`src/rtl/riscv_core_mem_read_arbiter.sv`:
```
// Refill arbiter: shares the single AXI read channel between the data-cache
// and instruction-cache refill controllers. The winner's line-aligned address
// is latched, the grant is held for the whole refill, and the completion pulse
// is routed back to the owner only. A one-cycle RELEASE guard follows every
// refill so the served requester can lower its level request.
module riscv_core_mem_read_arbiter #(
    parameter int unsigned ADDR_WIDTH  = 64,
    parameter int unsigned LINE_WIDTH  = 256,
    parameter int unsigned OFFSET_BITS = 5
) (
    input  logic                  i_clk,
    input  logic                  i_rst_n,

    // data-cache refill port
    input  logic                  i_dc_req,
    input  logic [ADDR_WIDTH-1:0] i_dc_addr,
    output logic                  o_dc_done,
    output logic [LINE_WIDTH-1:0] o_dc_line,

    // instruction-cache refill port
    input  logic                  i_ic_req,
    input  logic [ADDR_WIDTH-1:0] i_ic_addr,
    output logic                  o_ic_done,
    output logic [LINE_WIDTH-1:0] o_ic_line,

    // AXI read-channel master side
    output logic                  o_axi_req,
    output logic [ADDR_WIDTH-1:0] o_axi_addr,
    input  logic                  i_axi_done,
    input  logic [LINE_WIDTH-1:0] i_axi_line,

    // status
    output logic                  o_owner,
    output logic                  o_busy
);

    localparam logic OWNER_DC = 1'b0;
    localparam logic OWNER_IC = 1'b1;

    typedef enum logic [1:0] {
        ST_IDLE    = 2'd0,
        ST_BUSY    = 2'd1,
        ST_RELEASE = 2'd2
    } state_e;

    state_e                  state_q, state_d;
    logic                    owner_q, owner_d;
    logic                    last_served_q, last_served_d;
    logic [ADDR_WIDTH-1:0]   addr_q, addr_d;

    logic                    pick_ic;
    logic                    in_busy;

    // Offset bits of the request addresses are discarded by line alignment.
    logic unused_offset_bits;
    assign unused_offset_bits = ^{i_dc_addr[OFFSET_BITS-1:0], i_ic_addr[OFFSET_BITS-1:0]};

    // Clear the line-offset bits so the AXI master always fetches whole lines.
    function automatic logic [ADDR_WIDTH-1:0] line_align(input logic [ADDR_WIDTH-1:0] a);
        return {a[ADDR_WIDTH-1:OFFSET_BITS], {OFFSET_BITS{1'b0}}};
    endfunction

    // Round-robin pick: a lone requester wins; on a tie the one not served last wins.
    always_comb begin
        pick_ic = i_ic_req & (~i_dc_req | (last_served_q == OWNER_DC));
    end

    // State, owner, round-robin pointer and latched address registers.
    always_ff @(posedge i_clk or negedge i_rst_n) begin
        if (!i_rst_n) begin
            state_q       <= ST_IDLE;
            owner_q       <= OWNER_DC;
            last_served_q <= OWNER_IC;
            addr_q        <= '0;
        end else begin
            state_q       <= state_d;
            owner_q       <= owner_d;
            last_served_q <= last_served_d;
            addr_q        <= addr_d;
        end
    end

    // Next-state logic: grant in IDLE, wait for completion in BUSY, guard in RELEASE.
    always_comb begin
        state_d       = state_q;
        owner_d       = owner_q;
        last_served_d = last_served_q;
        addr_d        = addr_q;

        case (state_q)
            ST_IDLE: begin
                if (i_dc_req || i_ic_req) begin
                    owner_d = pick_ic ? OWNER_IC : OWNER_DC;
                    addr_d  = pick_ic ? line_align(i_ic_addr) : line_align(i_dc_addr);
                    state_d = ST_BUSY;
                end
            end
            ST_BUSY: begin
                if (i_axi_done) begin
                    last_served_d = owner_q;
                    state_d       = ST_RELEASE;
                end
            end
            ST_RELEASE: begin
                state_d = ST_IDLE;
            end
            default: begin
                state_d = ST_IDLE;
            end
        endcase
    end

    // Request drops in the completion cycle itself; done is routed to the owner only.
    always_comb begin
        in_busy    = (state_q == ST_BUSY);
        o_busy     = in_busy;
        o_owner    = owner_q;
        o_axi_req  = in_busy & ~i_axi_done;
        o_axi_addr = addr_q;
        o_dc_done  = in_busy & (owner_q == OWNER_DC) & i_axi_done;
        o_ic_done  = in_busy & (owner_q == OWNER_IC) & i_axi_done;
        o_dc_line  = i_axi_line;
        o_ic_line  = i_axi_line;
    end

endmodule

```
`config.mk`:
```
export PLATFORM = sky130hd
export DESIGN_NAME = riscv_core_mem_read_arbiter
export DESIGN_NICKNAME = d
export VERILOG_FILES = /design/src/rtl/riscv_core_mem_read_arbiter.sv
export SDC_FILE = /design/constraint.sdc
export NUM_CORES = 1
export LEC_CHECK = 0
export BUFFER_PORTS_ARGS = -buffer_cell sky130_fd_sc_hd__buf_2
export CELL_PAD_IN_SITES_DETAIL_PLACEMENT = 1
export CELL_PAD_IN_SITES_GLOBAL_PLACEMENT = 1
export CORE_AREA = 2 2 382 384
export DETAILED_ROUTE_END_ITERATION = 10
export DIE_AREA = 0 0 384 386
export MAX_ROUTING_LAYER = met4
export PLACE_DENSITY_LB_ADDON = 0.08
export SETUP_SLACK_MARGIN = 0.5
export SYNTH_ARGS = -nofsm -noshare
export SYNTH_HDL_FRONTEND = slang
export SYNTH_SLANG_ARGS = --single-unit
```
`constraint.sdc`:
```
create_clock -name i_clk -period 4 [get_ports i_clk]
set_input_delay 0 -clock i_clk [delete_from_list [all_inputs] [get_ports i_clk]]
set_output_delay 0 -clock i_clk [all_outputs]
set_load 0.01 [all_outputs]
```
==> impl_metrics.toml <==
[outcome]
run_status = "finished, final reports clean"

[worst_setup_path]
path_buf_inv = 2
path_max_fanout = 18
slowest_delay_ps = 570
cp_data_required_time_ps = 4310
crit_arrival_ps = 3070
path_class = "register to register"
crit_path_end_kind = "register"
critPathTopFamily = "buffers and inverters"
critPathSlowestCell = "dlygate4sd3_1"
critPathMostFrequentCell = "mux2_4"
critPathLaunchType = "register"
worstPathCellList = "a21bo_4 > buf_4 > mux2_4 > dlygate4sd3_1 > mux2_4"

[flow_run]
cap_violations = 0

[logic_synthesis]
ys_ff_latch = 63
syn_area_per_cell_sq_um = 10.4
synth_cells = 725
yosys_warnings = 0
syn-cell-area_sq_mm = 0.00751
synth_cell_types = 17
ys_seq_area_share_pct = 21.0

[power_and_ir_drop]
powerDensity_mw_per_mm2 = 499
vdd_drop_max_mv = 0.248
finalPower_mw = 4.19
power_leakage_nw = 3.19

[place]
dp_hpwl_um = 17000
dp_worst_setup_slack_ps = 1640
place_area_sq_mm = 0.00684
gp_congestion = 0.593
place_inst = 2307
port_buffers = 186

[sta]
finalClockSkew_ps = 19.6
fin_crit_sh_pct = 68.8
rsz0062_at_grt = "no"
max_freq_ghz = 0.363
finalSetupViolCount = 0
setup_tns_ps = 0
worstMarginPinSlew_ps = 952
finalCriticalPeriod_ps = 2750
holdWs_ps = 0.00261
setup_slack_ps = 1250
relSlewSlack_pct = 36.6
hold_viol_final = 0
slew_viol_final = 0

[grt]
grt_pass1_vias = 3951
grt_max_degree = 45
grt_first_pass_wirelength_um = 31200
grt_usage_pct = 3.29
globalRoute.totalOverflow = 0
antenna_found_initial = 2

[finish]
mostFrequentLayoutCells = "185 x buf_2, 120 x dlygate4sd3_1, 118 x mux2_4, 62 x dfrtp_1, 9 x clkbuf_16"
final_cells = 2444
layout_commonest_cell = "buf_2"
fin_util_pct = 5.80
syn_to_final_growth_pct = 11.6
drive_above_1_share_pct = 62.5
fin_area_sq_mm = 0.00838
nets = 910

[detailed_routing]
drt-initial-drc-count = 49
firstDrtPassIters = 4
wl_per_cell_um = 9.72
vias = 3486
ant_nets = 0
drc = 0
vias_per_cell = 1.43
drt_wl_total_um = 23800

[clocking]
cts.sinks = 63
numCtsBuffers = 9
htreeDepth = 3
cts_tree = "yes"
root_buffer = "clkbuf_16"
clkSlewWorstSetupHoldPaths_ps = 80
cts.path.max_buffers = 2
insertion_delay_ps = 430

[floorplan]
start_util_pct = 5.20
ios = 970
die-area_sq_mm = 0.148
core_region_area_sq_mm = 0.145
fp.dieH_um = 386
rows = 140
die_x_um = 384

[hold_path]
hold_path_class = "input port to primary output"
[logic make-up after synthesis]
group | after synthesis | share of synthesized area [%]
buf+inv | 532 | 54.4
mux | 119 | 23.7
flops | 63 | 21.0
simple gates | 8 | 0.616
compound gates | 2 | 0.233
other cells | 1 | 0.0499
[routing by layer]
metal  vias to the layer above  global-route usage [%]  part of all wire, %
met5                         -                       -                    0
met4                         0                    4.40                   11
met3                       235                    1.58                   11
li1                       1361                       -                    -
met1                      1549                    2.84                   34
met2                       341                    4.64                   44
[synthesized netlist by cell type (all sizes together)]
master,n,area [sq um]
nor2b,2,12.5
inv,2,7.51
dfstp,1,26.3
and3,1,6.26
mux2,118,1770
or2,1,6.26
mux2i,1,10.0
buf,530,4080
conb,1,3.75
nor2,2,7.51
nand2,1,3.75
a21o,1,7.51
a21bo,1,10.0
nor3,1,10.0
dfrtp,62,1550
[worst paths after layout]
| path | startpoint | to | slack (ps) | cells after the start |
|---|---|---|---|---|
| max in group asynchronous | i_rst_n | o_axi_addr[13] | 2840 | 3 |
| worst min register to register | o_axi_addr[34] | o_axi_addr[34] | 510 | 1 |
| worst max-delay path | last_served_q | o_axi_addr[12] | 1250 | 5 |
| worst min-delay path | i_axi_line[42] | o_dc_line[42] | 0.003 | 0 |
| worst max register to register | last_served_q | o_axi_addr[12] | 1250 | 5 |
| min in group asynchronous | i_rst_n | o_axi_addr[59] | 230 | 2 |
[what timing repair did]
item,4_1_cts,5_1_grt
setup buffers,0,0
hold buffers,120,0
endpoints found under the hold margin,104,0
gates resized for setup,0,0
[state kept, by name (all words and copies together), names as in the netlist]
signal and cells:
last_served_q 1, o_axi_addr 59, o_owner 1, state_q 2
[worst register-to-register path: cells and delay by family, from the launching register on]
family | cells | cell delay (ps)
flops | 1 | 540
compound gates | 1 | 450
mux | 2 | 630
buf+inv | 2 | 1050
[cell type report]
cell class	count	area [sq um]
Clock inverter	5	80.1
Multi-Input combinational cell	134	1880
Timing Repair Buffer	311	2180
Clock buffer	11	253
Inverter	2	7.51
Fill cell	17117	136000
Tap cell	1917	2400
Antenna cell	1	2.50
Sequential cell	63	1580
[where the power goes]
group	switching, mW	leakage, nW	internal, mW	total (mW)
Combinational	0.859	2.30	1.14	2.00
Clock	0.460	0.158	0.579	1.04
Sequential	0.175	0.736	0.969	1.14
Total	1.49	3.19	2.69	4.19
Power figures use the tool's default switching activity.
